[src/rtl/sev_seg_pkg.sv]
// Shared types and helpers for the scanned 7-segment display driver.
package sev_seg_pkg;

    localparam int N_DIGITS_DEFAULT = 4;

    typedef logic [3:0] nibble_t;

    typedef enum logic {
        IDLE,
        PENDING
    } load_state_t;

    // Active-low anode pattern with only the bit at 'index' pulled low.
    function automatic logic [31:0] onehot_n(input int unsigned index);
        return ~(32'd1 << index);
    endfunction

endpackage

[src/rtl/sev_seg_scan_mux_refresh_prescaler.sv]
// Free-running divider that flags the last cycle of every REFRESH_DIV-cycle slot.
module refresh_prescaler #(
    parameter int REFRESH_DIV = 50000
) (
    input  logic clk,
    input  logic reset,
    output logic slot_end
);

    localparam int CNT_W = $clog2(REFRESH_DIV);
    localparam logic [CNT_W-1:0] LAST = CNT_W'(REFRESH_DIV - 1);

    logic [CNT_W-1:0] r_count;

    always_ff @(posedge clk or posedge reset) begin
        if (reset) begin
            r_count <= '0;
        end else if (r_count == LAST) begin
            r_count <= '0;
        end else begin
            r_count <= r_count + CNT_W'(1);
        end
    end

    assign slot_end = (r_count == LAST);

endmodule

[src/rtl/sev_seg_scan_mux.sv]
// Scan driver for a multi-digit common-anode display; new values land only on frame boundaries.
module sev_seg_scan_mux
    import sev_seg_pkg::*;
#(
    parameter int N_DIGITS    = N_DIGITS_DEFAULT,
    parameter int REFRESH_DIV = 50000
) (
    input  logic                    clk,
    input  logic                    reset,
    input  logic [4*N_DIGITS-1:0]   value_in,
    input  logic                    load,
    input  logic [N_DIGITS-1:0]     dp_in,
    input  logic                    blank_lz,
    output logic [3:0]              digit_nibble,
    output logic [N_DIGITS-1:0]     anode_n,
    output logic                    dp_n,
    output logic                    load_ack,
    output logic                    frame_tick
);

    localparam int IDX_W = (N_DIGITS > 1) ? $clog2(N_DIGITS) : 1;
    localparam logic [IDX_W-1:0] LAST_IDX = IDX_W'(N_DIGITS - 1);

    logic                   w_slot_end;
    logic                   w_frame_end;
    logic [IDX_W-1:0]       r_index;
    load_state_t            r_state;
    logic [4*N_DIGITS-1:0]  r_staging;
    logic [4*N_DIGITS-1:0]  r_display;
    logic                   r_load_ack;

    nibble_t                w_nibble;
    logic                   w_dp;
    logic                   w_lz_blank;
    logic [N_DIGITS-1:0]    w_anode;

    nibble_t                r_digit_nibble;
    logic [N_DIGITS-1:0]    r_anode_n;
    logic                   r_dp_n;
    logic                   r_frame_tick;

    refresh_prescaler #(
        .REFRESH_DIV (REFRESH_DIV)
    ) u_prescaler (
        .clk      (clk),
        .reset    (reset),
        .slot_end (w_slot_end)
    );

    assign w_frame_end = w_slot_end && (r_index == LAST_IDX);

    always_ff @(posedge clk or posedge reset) begin
        if (reset) begin
            r_index <= '0;
        end else if (w_slot_end) begin
            r_index <= (r_index == LAST_IDX) ? '0 : r_index + IDX_W'(1);
        end
    end

    // A load arriving on the frame boundary bypasses staging so it is never held a full extra frame.
    always_ff @(posedge clk or posedge reset) begin
        if (reset) begin
            r_state    <= IDLE;
            r_staging  <= '0;
            r_display  <= '0;
            r_load_ack <= 1'b0;
        end else begin
            r_load_ack <= 1'b0;
            if (load && w_frame_end) begin
                r_staging  <= value_in;
                r_display  <= value_in;
                r_load_ack <= 1'b1;
                r_state    <= IDLE;
            end else begin
                case (r_state)
                    IDLE: begin
                        if (load) begin
                            r_staging <= value_in;
                            r_state   <= PENDING;
                        end
                    end
                    PENDING: begin
                        if (w_frame_end) begin
                            r_display  <= r_staging;
                            r_load_ack <= 1'b1;
                            r_state    <= IDLE;
                        end else if (load) begin
                            r_staging <= value_in;
                        end
                    end
                    default: r_state <= IDLE;
                endcase
            end
        end
    end

    // A digit is blanked only when it and every more significant digit are zero.
    always_comb begin
        w_nibble   = '0;
        w_dp       = 1'b0;
        w_lz_blank = blank_lz && (r_index != '0);
        for (int i = 0; i < N_DIGITS; i++) begin
            if (IDX_W'(i) == r_index) begin
                w_nibble = r_display[4*i +: 4];
                w_dp     = dp_in[i];
            end
            if ((i >= int'(r_index)) && (r_display[4*i +: 4] != 4'h0)) begin
                w_lz_blank = 1'b0;
            end
        end
    end

    assign w_anode = N_DIGITS'(onehot_n(32'(r_index)));

    always_ff @(posedge clk or posedge reset) begin
        if (reset) begin
            r_digit_nibble <= '0;
            r_anode_n      <= '1;
            r_dp_n         <= 1'b1;
            r_frame_tick   <= 1'b0;
        end else begin
            r_digit_nibble <= w_nibble;
            r_anode_n      <= w_lz_blank ? '1 : w_anode;
            r_dp_n         <= ~w_dp;
            r_frame_tick   <= w_frame_end;
        end
    end

    assign digit_nibble = r_digit_nibble;
    assign anode_n      = r_anode_n;
    assign dp_n         = r_dp_n;
    assign load_ack     = r_load_ack;
    assign frame_tick   = r_frame_tick;

endmodule

[config.mk]
export PLATFORM = sky130hd
export DESIGN_NAME = sev_seg_scan_mux
export DESIGN_NICKNAME = d
export VERILOG_FILES = /design/src/rtl/sev_seg_pkg.sv /design/src/rtl/sev_seg_scan_mux_refresh_prescaler.sv /design/src/rtl/sev_seg_scan_mux.sv
export SDC_FILE = /design/constraint.sdc
export NUM_CORES = 1
export LEC_CHECK = 0
export CORE_MARGIN = 5
export CORE_UTILIZATION = 55
export CTS_CLUSTER_DIAMETER = 50
export DETAILED_ROUTE_END_ITERATION = 6
export PLACE_DENSITY = 0.79
export SLEW_MARGIN = 20
export SYNTH_ARGS = -nofsm -noshare
export SYNTH_HDL_FRONTEND = slang
export SYNTH_SLANG_ARGS = --single-unit
[constraint.sdc]
create_clock -name clk -period 2.55 [get_ports clk]
set_input_delay 0.255 -clock clk [delete_from_list [all_inputs] [get_ports clk]]
set_output_delay 0.255 -clock clk [all_outputs]
set_load 0.01 [all_outputs]
==> run_results.csv <==
group,metric,value,unit
synth,yosys_most_used_dff,"dfrtp_1",
sta,fin_crit,2.39,ns
routing,wire_per_inst,16.8,um
pwr,power_frac_comb,7.1,%
synth,synth_warnings,0,
routing,drtIter0Drc,121,
die,die_w,80.7,um
synth,postSynthCellCount,248,
worst_hold_path,hold_path_class,"in -> async",
global_routing,grt_busiest_layer,"met2",
global_routing,antenna_found_initial,0,
cells_and_area,fin_cells,359,
status,status,"complete, no violations",
routing,wl,6020,um
sta,finClkSkew,0.00474,ns
cells_and_area,post-route-util,70.6,%
die,core_area,4790,um^2
global_routing,met1_usage,26.7,%
die,num_rows,25,
clock_network,cts.sinks,62,
pwr,power_switching_share,21.3,%
cells_and_area,drive_gt1_share,14.7,%
die,io_pins,35,
synth,async_reset_ff_share,100,%
synth,synth_sequential_area_ratio,56.7,%
routing,via_count,2008,
global_routing,overflow,0,
pwr,p_clk_share,44.0,%
routing,ant_nets,0,
synth,synth-seq-cells,62,
clock_network,ctsHoldBuffers,0,
clock_network,cts_resized,0,
global_routing,grt_max_degree,37,
clock_network,cts_buffers,9,
placement,io_buffers,34,
clock_network,cts.reportedPaths.clkPinSlew,0.07,ns
synth,synthDistinctLibCells,38,
pwr,vdd_drop_max,0.615,mV
sta,worst_pin_slew,0.570,ns
placement,dp_hpwl,4140,um
critical_path,crit_required,2.78,ns
sta,period_share,93.9,%
pwr,p_int,0.00168,W
sta,fmax,418,MHz
cells_and_area,syn2layout_area_growth,23.0,%
placement,place_inst,343,
global_routing,met3_usage,4.82,%
cells_and_area,fillers,367,
synth,syn_avg_cell_area,11.1,um^2
critical_path,worst-endpoint-arrival,2.62,ns
clock_network,post_cts_buffers,0,
sta,tns,0,ns
global_routing,met2_usage,33.5,%
sta,slew_violations,0,
clock_network,clk_latency,0.34,ns
placement,place_congestion,0.846,
synth,syn_nets,278,
sta,hold_violations,0,
routing,route.detailed.drc,0,
run,drv_cap,0,
routing,dr.pass1.iters,6,
global_routing,grt_pass1_wl,10100,um
critical_path,startpoint_type,"flop",
die,start_util,57.4,%
synth,synth_area,2750,um^2
critical_path,reg2reg_depth,4,
cells_and_area,final_common_cell,"dfrtp_1",
critical_path,critPathKind,"reg -> reg",
critical_path,cp_max_fo,9,
sta,finalSetupViolCount,0,
pwr,seqPwrFrac,48.9,%
die,die-area,6510,um^2
clock_network,tritoncts,"built",
cells_and_area,fin_nets,317,
critical_path,r2r_setup_slack,0.16,ns
critical_path,r2r-start,"u_prescaler.r_count[5]",
sta,hold_ws,0.295,ns
critical_path,r2r_end,"r_display[0]",
synth,synth_edf_count,0,
die,die_height,80.7,um
critical_path,crit_path_end_kind,"flop",
global_routing,grt_pass1_vias,2058,
cells_and_area,most-common-layout-cells,"57 x dfrtp_1, 34 x clkdlybuf4s50_1, 22 x nand2_1",
cells_and_area,diodes,0,
clock_network,h-tree-depth,3,
sta,max_slew_margin,62.0,%
pwr,power_per_cell_area,632,nW/um^2
clock_network,clockBufferDepth,2,
sta,rsz0062_at_grt,"no",
global_routing,track_usage,21.1,%
clock_network,cts.root.buffer_cell,"clkbuf_8",
routing,via_per_inst,5.59,
pwr,leakagePower,1.49,nW
pwr,switchingPower,0.000456,W
==> power by group through the flow <==
stage          combinational [W]  clock (W)  sequential, W
5_1_grt                 0.000168    0.00100        0.00105
3_3_place_gp            0.000149          0        0.00106
2_1_floorplan          0.0000782          0        0.00106
3_5_place_dp            0.000152          0        0.00106
4_1_cts                 0.000154   0.000955        0.00104
6_report                0.000151   0.000940        0.00104
==> cell usage after synthesis, types with 5 or more instances <==
| library cell | n | share of area [%] |
|---|---|---|
| dfrtp_1 | 57 | 52 |
| nand2_1 | 22 | 3.0 |
| o21ai_0 | 21 | 3.8 |
| inv_1 | 17 | 2.3 |
| mux2_2 | 14 | 5.7 |
| nor2_1 | 14 | 1.9 |
| nand3_1 | 12 | 2.2 |
| a2bb2oi_1 | 8 | 2.6 |
| clkbuf_1 | 7 | 0.96 |
| ha_1 | 6 | 2.7 |
| nand4_1 | 6 | 1.4 |
| nor2b_1 | 6 | 1.4 |
| xnor2_1 | 6 | 1.9 |
| a21oi_1 | 5 | 0.91 |
| dfstp_2 | 5 | 4.8 |
==> critical path: stages (launching register included) <==
cell	delay [ns]
dfrtp_1	0.43
or4b_1	0.56
or4_1	0.70
nor2_8	0.23
mux2_2	0.36
==> sequential cells by signal, indices dropped and copies added (netlist names) <==
register,count
r_display,16
r_staging,16
u_prescaler.r_count,16
anode_n,4
digit_nibble,4
r_index,2
dp_n,1
frame_tick,1
load_ack,1
r_state,1
==> stage by stage <==
step                      power, W  instance area [um^2]  setup WS, ns
after floorplan            0.00114                  2750         0.264
after global placement     0.00121                  3160         0.231
after detailed placement   0.00121                  3160         0.166
after CTS                  0.00215                  3380         0.155
after global routing       0.00221                  3380        0.0683
final                      0.00214                  3380         0.155
==> kinds of logic (layout without fill, tap and decap cells) <==
group / after synthesis / count (layout) / share of synthesized area [%]
AND/OR/NAND/NOR: 78 / 78 / 14.9
flip-flops: 62 / 62 / 56.7
AO/OA/AOI/OAI: 47 / 47 / 11.1
buffers and inverters: 29 / 73 / 4.74
multiplexers: 16 / 16 / 6.65
XOR/XNOR: 10 / 10 / 3.19
adder cells (fa/ha/maj): 6 / 6 / 2.73
==> layout make-up <==
type                       instances  area (um^2)  share of cell area [%]
clock buffer                      12          145                    4.30
clock inverter                     4         70.1                    2.07
inverter                          17         63.8                    1.89
multi-input combinational        157         1060                    31.4
sequential                        62         1560                    46.1
tap                               67         83.8                    2.48
timing repair buffer              40          398                    11.8
==> metal layers <==
metal	share of wire [%]	vias to the layer above
met4	3.1	0
met1	42	971
met3	5.0	17
met2	50	73
li1	-	947
met5	0	-
==> worst max-delay path by stage <==
stage	start	to	slack [ns]	cells past startpoint
6_report	u_prescaler.r_count[5]	r_display[0]	0.16	4
5_1_grt	u_prescaler.r_count[5]	r_display[10]	0.07	5
4_1_cts	u_prescaler.r_count[5]	r_display[0]	0.16	4
3_5_place_dp	u_prescaler.r_count[5]	r_display[14]	0.17	4
3_3_place_gp	u_prescaler.r_count[5]	r_display[8]	0.23	4
2_1_floorplan	u_prescaler.r_count[5]	r_display[12]	0.26	6
No activity file was read; power rests on OpenSTA's default activity.
